===== src/rtl/fifo_rptr_empty_fwft_if.sv =====
// Read-side bus of the async FIFO: sync'd write pointer, memory port and FWFT output handshake.
// "master" is the read controller, "slave" is the memory/consumer side.
interface fifo_rptr_empty_fwft_if #(
    parameter int unsigned DEPTH  = 16,
    parameter int unsigned DATA_W = 32
);
    localparam int unsigned ADDR_W = $clog2(DEPTH);
    localparam int unsigned PTR_W  = ADDR_W + 1;
    localparam int unsigned LVL_W  = $clog2(DEPTH + 2);

    logic [PTR_W-1:0]  RQ2_WPTR;
    logic [DATA_W-1:0] RDATA_MEM;
    logic              OUT_READY;
    logic [PTR_W-1:0]  RPTR;
    logic [ADDR_W-1:0] RADDR;
    logic              REMPTY;
    logic              OUT_VALID;
    logic [DATA_W-1:0] OUT_DATA;
    logic [LVL_W-1:0]  RLEVEL;

    modport master (
        input  RQ2_WPTR, RDATA_MEM, OUT_READY,
        output RPTR, RADDR, REMPTY, OUT_VALID, OUT_DATA, RLEVEL
    );

    modport slave (
        output RQ2_WPTR, RDATA_MEM, OUT_READY,
        input  RPTR, RADDR, REMPTY, OUT_VALID, OUT_DATA, RLEVEL
    );
endinterface


===== src/rtl/fifo_rptr_empty_fwft.sv =====
// Async FIFO read pointer / empty detect with a one-entry first-word-fall-through output register.
// Define FIFO_RLEVEL_EN to register an occupancy count on RLEVEL; otherwise RLEVEL is tied to 0.
module fifo_rptr_empty_fwft #(
    parameter int unsigned DEPTH  = 16,
    parameter int unsigned DATA_W = 32
) (
    input logic                    RCLK,
    input logic                    RRST,
    fifo_rptr_empty_fwft_if.master bus
);
    localparam int unsigned ADDR_W = $clog2(DEPTH);
    localparam int unsigned PTR_W  = ADDR_W + 1;

    logic [PTR_W-1:0]  rptr_bin_q, rptr_bin_d;
    logic [PTR_W-1:0]  rptr_gray_q, rptr_gray_d;
    logic              out_valid_q;
    logic [DATA_W-1:0] out_data_q;
    logic              rempty;
    logic              pop;

    function automatic logic [PTR_W-1:0] bin2gray(input logic [PTR_W-1:0] b);
        return b ^ (b >> 1);
    endfunction

    always_comb begin
        rempty      = (rptr_gray_q == bus.RQ2_WPTR);
        // Refill whenever the output register is free or being drained this cycle.
        pop         = ~rempty & (~out_valid_q | bus.OUT_READY);
        rptr_bin_d  = rptr_bin_q + 1'b1;
        rptr_gray_d = bin2gray(rptr_bin_d);
    end

    always_ff @(posedge RCLK or posedge RRST) begin
        if (RRST) begin
            rptr_bin_q  <= '0;
            rptr_gray_q <= '0;
            out_valid_q <= 1'b0;
            out_data_q  <= '0;
        end else begin
            if (pop) begin
                rptr_bin_q  <= rptr_bin_d;
                rptr_gray_q <= rptr_gray_d;
                out_data_q  <= bus.RDATA_MEM;
                out_valid_q <= 1'b1;
            end else if (bus.OUT_READY) begin
                out_valid_q <= 1'b0;
            end
        end
    end

    assign bus.RPTR      = rptr_gray_q;
    assign bus.RADDR     = rptr_bin_q[ADDR_W-1:0];
    assign bus.REMPTY    = rempty;
    assign bus.OUT_VALID = out_valid_q;
    assign bus.OUT_DATA  = out_data_q;

`ifdef FIFO_RLEVEL_EN
    localparam int unsigned LVL_W = $clog2(DEPTH + 2);

    logic [PTR_W-1:0] wptr_bin;
    logic [PTR_W-1:0] mem_level;
    logic [LVL_W-1:0] level_q;

    function automatic logic [PTR_W-1:0] gray2bin(input logic [PTR_W-1:0] g);
        logic [PTR_W-1:0] b;
        b = '0;
        for (int unsigned i = 0; i < PTR_W; i++) begin
            b = b ^ (g >> i);
        end
        return b;
    endfunction

    always_comb begin
        wptr_bin  = gray2bin(bus.RQ2_WPTR);
        mem_level = wptr_bin - rptr_bin_q;
    end

    // Memory words plus the word parked in the output register; lags state by one cycle.
    always_ff @(posedge RCLK or posedge RRST) begin
        if (RRST) begin
            level_q <= '0;
        end else begin
            level_q <= LVL_W'(mem_level) + LVL_W'(out_valid_q);
        end
    end

    assign bus.RLEVEL = level_q;
`else
    assign bus.RLEVEL = '0;
`endif
endmodule

===== src/flat_wrapper.sv =====
// flat-port wrapper written by rule: the top's interface ports become plain ports
module fifo_rptr_empty_fwft_flat 
#(
    parameter int unsigned DEPTH  = 16,
    parameter int unsigned DATA_W = 32
)
  (RCLK, RRST, bus_RQ2_WPTR, bus_RDATA_MEM, bus_OUT_READY, bus_RPTR, bus_RADDR, bus_REMPTY, bus_OUT_VALID, bus_OUT_DATA, bus_RLEVEL);
  fifo_rptr_empty_fwft_if #(.DEPTH(DEPTH), .DATA_W(DATA_W)) bus_i ();
  input logic RCLK;
  input logic RRST;
  input wire logic [$bits(bus_i.RQ2_WPTR)-1:0] bus_RQ2_WPTR;
  input wire logic [$bits(bus_i.RDATA_MEM)-1:0] bus_RDATA_MEM;
  input wire logic [$bits(bus_i.OUT_READY)-1:0] bus_OUT_READY;
  output wire logic [$bits(bus_i.RPTR)-1:0] bus_RPTR;
  output wire logic [$bits(bus_i.RADDR)-1:0] bus_RADDR;
  output wire logic [$bits(bus_i.REMPTY)-1:0] bus_REMPTY;
  output wire logic [$bits(bus_i.OUT_VALID)-1:0] bus_OUT_VALID;
  output wire logic [$bits(bus_i.OUT_DATA)-1:0] bus_OUT_DATA;
  output wire logic [$bits(bus_i.RLEVEL)-1:0] bus_RLEVEL;
  assign bus_i.RQ2_WPTR = bus_RQ2_WPTR;
  assign bus_i.RDATA_MEM = bus_RDATA_MEM;
  assign bus_i.OUT_READY = bus_OUT_READY;
  assign bus_RPTR = bus_i.RPTR;
  assign bus_RADDR = bus_i.RADDR;
  assign bus_REMPTY = bus_i.REMPTY;
  assign bus_OUT_VALID = bus_i.OUT_VALID;
  assign bus_OUT_DATA = bus_i.OUT_DATA;
  assign bus_RLEVEL = bus_i.RLEVEL;
  fifo_rptr_empty_fwft #(.DEPTH(DEPTH), .DATA_W(DATA_W)) u_core (.RCLK(RCLK), .RRST(RRST), .bus(bus_i));
endmodule

===== config.mk =====
export PLATFORM = sky130hd
export DESIGN_NAME = fifo_rptr_empty_fwft_flat
export DESIGN_NICKNAME = d
export VERILOG_FILES = /design/src/rtl/fifo_rptr_empty_fwft_if.sv /design/src/rtl/fifo_rptr_empty_fwft.sv /design/src/flat_wrapper.sv
export SDC_FILE = /design/constraint.sdc
export NUM_CORES = 1
export LEC_CHECK = 0
export ABC_AREA = 1
export CAP_MARGIN = 10
export CELL_PAD_IN_SITES_DETAIL_PLACEMENT = 1
export CELL_PAD_IN_SITES_GLOBAL_PLACEMENT = 1
export CORE_MARGIN = 4
export CORE_UTILIZATION = 29
export DETAILED_ROUTE_END_ITERATION = 16
export GPL_TIMING_DRIVEN = 0
export PLACE_DENSITY_LB_ADDON = 0.05
export SYNTH_ARGS = -nofsm -noshare
export SYNTH_HDL_FRONTEND = slang
export SYNTH_SLANG_ARGS = --single-unit

===== constraint.sdc =====
create_clock -name RCLK -period 1.73 [get_ports RCLK]
set_input_delay 0.346 -clock RCLK [delete_from_list [all_inputs] [get_ports RCLK]]
set_output_delay 0.346 -clock RCLK [all_outputs]
set_load 0.02 [all_outputs]

==> results of run 1 <==
==> cell families after synthesis <==
family / synth area share [%]
AND/OR/NAND/NOR: 35.0
flip-flops: 53.8
other: 0.192
buffers and inverters: 9.09
XOR/XNOR: 1.34
adder cells (fa/ha/maj): 0.640
==> where the power goes <==
group	switching [mW]	leakage (nW)	internal [mW]
clock	0.328	0.0482	0.322
combinational	0.982	1.01	0.840
sequential	0.208	0.510	1.23
total	1.52	1.57	2.39
==> routing by layer <==
metal | global-route usage (%) | up-vias | wire length, um
li1 | - | 938 | -
met1 | 17.4 | 868 | 2580
met2 | 24.6 | 53 | 2660
met3 | 4.84 | 2 | 396
met4 | 3.06 | 0 | 29
met5 | 0 | - | 0
==> registers in the layout (all words and copies together), names as in the netlist <==
signal                count
u_core.bus.OUT_DATA      32
u_core.bus.RPTR           5
u_core.rptr_bin_q         4
u_core.bus.OUT_VALID      1
==> worst max-delay path by stage <==
stage,to,slack (ns),cells past startpoint
floorplan,bus_REMPTY,0.1,7
global placement,bus_REMPTY,-0.93,9
detailed placement,bus_REMPTY,-0.94,9
CTS,bus_RPTR[3],0.02,1
global route,bus_REMPTY,-0.02,6
finish,bus_REMPTY,0.06,5
==> critical path, stage by stage <==
cell             delay (ns)
clkdlybuf4s50_1        0.49
xor2_1                 0.15
nand3b_4               0.17
inv_2                  0.05
buf_6                  0.12
==> repair_timing <==
action / CTS / global route
gates cloned: 0 / 0
pin swaps: 3 / 1
setup buffers: 1 / 2
resized for setup: 19 / 3
endpoints found under the setup margin: 5 / 4
endpoints found under the hold margin: 0 / 0
==> cell type report <==
class,instances,area [um^2]
flip-flops and latches,42,1050
well taps,77,96.3
multi-input cells,170,754
inverters,15,56.3
repair buffers,86,865
clock buffers,7,86.3
plain buffers,17,121
fillers,797,3420
clock inverters,1,5.00
==> placed cells by master (no fill, tap or decap), types with 5 or more instances in the layout <==
master           synthesis  final
conb_1                   1      5
nand2_1                109    109
dfrtp_1                 42     41
inv_1                   15     13
nand3_1                 42     42
clkbuf_8                 0      6
clkdlybuf4s50_1          0     72
buf_6                    4      5
dlygate4sd2_1            0      8
buf_4                    5      8
clkbuf_1                 5      6
==> per-stage QoR <==
step	instances	setup WS, ns	hold WS, ns	power [mW]	utilization (%)
after CTS	413	0.0213	0.431	3.94	46.7
after floorplan	245	0.0972	0.491	2.45	-
after global routing	415	-0.0226	0.467	4.23	47.0
after global placement	404	-0.934	0.452	3.23	44.7
after detailed placement	405	-0.938	0.457	3.27	45.1
final	415	0.0640	0.415	3.91	47.0
==> summary.md, run 1 <==
| Metric | Value |
|---|---|
| Outcome | `completed` |
| Reg clk slew, reported paths | `0.08 ns` |
| Clock Tree Buf Depth | `2` |
| Fmax | `0.600 GHz` |
| Fraction of registers with async set/reset | `100%` |
| Yosys warnings | `0` |
| WP data required | `1.38 ns` |
| Reg2Reg Depth | `9` |
| Final setup violation count | `0` |
| Largest net degree at the start of global routing | `23` |
| Synth Instances | `241` |
| Post-synthesis register bit count | `42` |
| Post-layout minimum cycle time | `1.67 ns` |
| Post-Syn Area | `1950 um^2` |
| Area leader, netlist | `dfrtp_1` |
| Design area | `3040 um^2` |
| Synth top cells by count | `nand2_1, dfrtp_1, nand3_1, inv_1` |
| Synth top area cells | `dfrtp_1, nand2_1, nand3_1` |
| Post-synth EDFFs | `0` |
| Initial DRC Count | `44` |
| Final Wtd Congestion | `0.698` |
| Crit path from | `bus_RQ2_WPTR[3]` |
| RSZ-0062 raised after global routing | `yes` |
| Fin crit share | `96.3%` |
| Crit path kind | `in2out` |
| Critical Path End Type | `output pin` |
| CTS Buf Count | `5` |
| Peak VDD IR | `415 uV` |
| Share of the synthesized area in the top cell type | `53.8%` |
| CTS tree | `yes` |
| Pwr dens | `1290 nW/um^2` |
| Post-DP HPWL | `4160 um` |
| Worst r2r src | `u_core.bus.RPTR[2]` |
| Layout Skew | `0.00501 ns` |
| Core footprint | `6460 um^2` |
| Most common cell in the netlist | `nand2_1` |
| Die H | `90.1 um` |
| Post-synth top flop | `dfrtp_1` |
| Total GRT Usage | `14.3%` |
| Cell row count | `29` |
| Pre-antenna DRT Iters | `4` |
| Clock Tree Root | `clkbuf_8` |
| IO Pins | `88` |
| Startpoint types | `input port` |
| Post-Route WL | `5670 um` |
| Total of max-cap violations | `0` |
| Leakage power | `1.57 nW` |
| R2R setup slack | `0.19 ns` |
| Min-Delay Path Class | `in2async` |
| Sequential area share after synthesis | `53.8%` |
| Worst R2R End | `u_core.bus.OUT_DATA[15]` |
| Port bufs | `82` |
| First-pass GRT wire length | `9560 um` |
| Slew @ Worst Pin | `0.526 ns` |
| Via Count | `1861` |
| Starting Density | `30.3%` |
| DR WL/cell | `13.7 um` |
| DIE AREA | `8120 um^2` |
| Hold buffer count at cts | `0` |
| Vias in the first global route | `1970` |
| Overflow after GRT | `0` |
| Synth-to-layout area growth | `55.4%` |
| Worst-Skew Late Latency | `0.28 ns` |
| Max-Slew Margin vs Limit | `64.9%` |
| WP data arrival | `1.32 ns` |
| Ant diodes | `0` |
| Number of vias per cell | `4.48` |
| Die width | `90.1 um` |
| Layout cells sized above 1 | `9.17%` |
| Fin nets | `378` |
| Placed Area | `2910 um^2` |
| Critical Path Fanout Max | `2` |
| Pins Over Slew Limit | `0` |
| Clk sinks | `42` |
| Initial antenna violation count | `0` |
| H-tree levels | `2` |
| Post-route DRC | `0` |
| Unique cell type count in the Yosys netlist | `17` |
| Final antenna-violating net count | `0` |
| Syn_area_per_cell | `8.11 um^2` |
| Final hold violations | `0` |
| Sum of negative setup slack | `0 ns` |
(Power assumes the default switching activity.)
==> run 2: changes to the inputs <==
==> constraint.sdc (replaced) <==
create_clock -name RCLK -period 1.7 [get_ports RCLK]
set_input_delay 0.34 -clock RCLK [delete_from_list [all_inputs] [get_ports RCLK]]
set_output_delay 0.34 -clock RCLK [all_outputs]
set_load 0.02 [all_outputs]
==> run 2 against run 1 <==
  * Hold slack worse by 0.0060 ns
  * Total power grew 2.2%
  * Register-to-register slack about the same
  * Flip-flop and latch count stayed put
  * Core utilization up 0.097 points
  * Sequential power hardly changed
  * Design area grew 0.21%
  * Final cell count grew 0.24%
  * Largest cell class unchanged
  * Critical path depth unchanged
  * Sequential share of layout area fell by 0.071 points
  * Combinational power is 3% higher
==> summary.md, run 2 (synthesis results as in run 1) <==
| Metric | Value |
|---|---|
| Worst path max stage delay | `0.49 ns` |
| Slew @ Worst Pin | `0.526 ns` |
| Peak VDD IR | `423 uV` |
| Placed Area | `2910 um^2` |
| DIE AREA | `8120 um^2` |
| Hold buffer count at cts | `0` |
| CTS Buf Count | `5` |
| Max-Slew Margin vs Limit | `64.9%` |
| WHS | `0.409 ns` |
| Pins Over Slew Limit | `0` |
| Fin nets | `379` |
| Crit path cell chain | `clkdlybuf4s50_1 > xor2_1 > nand3b_4 > inv_2 > buf_6` |
| Seq pwr share | `36.6%` |
| Ant diodes | `0` |
| Pre-antenna DRT Iters | `4` |
| Reg clk slew, reported paths | `0.08 ns` |
| Cell-internal power | `2.44 mW` |
| Post-layout minimum cycle time | `1.65 ns` |
| Starting Density | `30.3%` |
| Cell row count | `29` |
| Critical Path Fanout Max | `2` |
| Die H | `90.1 um` |
| H-tree levels | `2` |
| Worst-Skew Late Latency | `0.28 ns` |
| Final setup violation count | `0` |
| Pwr Total | `3.99 mW` |
| Dpl cells | `405` |
| Clk sinks | `42` |
| DR WL/cell | `13.6 um` |
| Power share of the clock group | `16.6%` |
| Post-DP HPWL | `4160 um` |
| Min-Delay Path Class | `in2async` |
| CP max stage cell | `clkdlybuf4s50_1` |
| Design area | `3040 um^2` |
| Final Wtd Congestion | `0.698` |
| Clock Tree Root | `clkbuf_8` |
| Startpoint types | `input port` |
| Final antenna-violating net count | `0` |
| Pwr dens | `1310 nW/um^2` |
| Overflow after GRT | `0` |
| Outcome | `completed` |
| Layout Skew | `0.00620 ns` |
| Post-Route WL | `5660 um` |
| Core footprint | `6460 um^2` |
| RSZ-0062 raised after global routing | `yes` |
| Clock Tree Buf Depth | `2` |
| Synth-to-layout area growth | `55.7%` |
| Layout cells sized above 1 | `9.73%` |
| Switching part of the total | `38.9%` |
| Initial antenna violation count | `0` |
| Vias in the first global route | `1970` |
| Critical Path End Type | `output pin` |
| WP data required | `1.36 ns` |
| Leakage power | `1.57 nW` |
| Fmax | `0.604 GHz` |
| Number of vias per cell | `4.45` |
| Non-filler instance count after layout | `416` |
| Via Count | `1852` |
| Port bufs | `82` |
| Crit path kind | `in2out` |
| Initial DRC Count | `45` |
| Largest net degree at the start of global routing | `23` |
| Most frequent cells in the layout | `nand2_1, clkdlybuf4s50_1, nand3_1` |
| Logic pwr share | `46.8%` |
| Total of max-cap violations | `0` |
| WP data arrival | `1.31 ns` |
| IO Pins | `88` |
| Post-route DRC | `0` |
| Commonest non-fill, non-tap cell in the layout | `nand2_1` |
| Total GRT Usage | `14.3%` |
| First-pass GRT wire length | `9560 um` |
| CTS tree | `yes` |
| Fin crit share | `97.3%` |
| Die width | `90.1 um` |
| Final hold violations | `0` |
| Max reg flops | `32` |
| NetSw | `1.55 mW` |
==> run 2: cell count changes in the layout (fill, tap and decap cells not counted), sizes merged <==
cell	previous run	this run
dlymetal6s2s	1	0
buf	15	16
dlygate4sd2	8	9
==> run 2: metrics by stage <==
step                util (%)  setup slack (ns)  setup TNS (ns)
floorplan                  -            0.0732               0
global placement        44.7            -0.952          -36.01
detailed placement      45.1            -0.956           -8.86
CTS                     46.6           0.00611               0
global route            47.1           -0.0250         -0.0345
finish                  47.1            0.0456               0
==> run 2: layout make-up <==
cell class / count / area (um^2)
buffer: 17 / 124
clock buffer: 7 / 86.3
clock inverter: 1 / 5.00
fill: 797 / 3420
inverter: 15 / 56.3
multi-input combinational: 170 / 754
sequential: 42 / 1050
tap: 77 / 96.3
timing repair buffer: 87 / 868
==> run 2: per-layer routing <==
layer	GRT usage (%)	up-vias	routed length (um)
met4	3.06	0	29
met1	17.4	858	2570
li1	-	938	-
met5	0	-	0
met3	4.84	2	398
met2	24.6	54	2660
==> run 2: final timing paths <==
check	from	endpoint	slack [ns]	depth (start not counted)
min in group RCLK	u_core.bus.OUT_DATA[14]	u_core.bus.OUT_DATA[14]	0.47	2
min	RRST	u_core.bus.OUT_DATA[12]	0.41	2
max	bus_RQ2_WPTR[3]	bus_REMPTY	0.05	5
max reg2reg	u_core.bus.RPTR[2]	u_core.bus.OUT_DATA[15]	0.18	9
max in group asynchronous	RRST	u_core.bus.RPTR[4]	0.80	3
min reg2reg	u_core.bus.OUT_DATA[14]	u_core.bus.OUT_DATA[14]	0.47	2
==> run 2: power groups by stage <==
stage	clock network, mW	logic, mW	registers, mW
3_5_place_dp	0	1.85	1.48
2_1_floorplan	0	0.745	1.75
3_3_place_gp	0	1.81	1.47
4_1_cts	0.692	1.84	1.47
6_report	0.663	1.87	1.46
5_1_grt	0.743	2.07	1.50
==> run 2: timing repair <==
action / 4_1_cts / 5_1_grt
pin swaps: 3 / 5
setup endpoints to repair: 6 / 21
resized for setup: 20 / 5
hold endpoints to repair: 0 / 0
buffers inserted: 1 / 3
==> run 2: worst max-delay path: cells and delay by family <==
kind,cells,cell delay [ns]
simple gates,1,0.17
xor+xnor,1,0.15
buf+inv,3,0.66
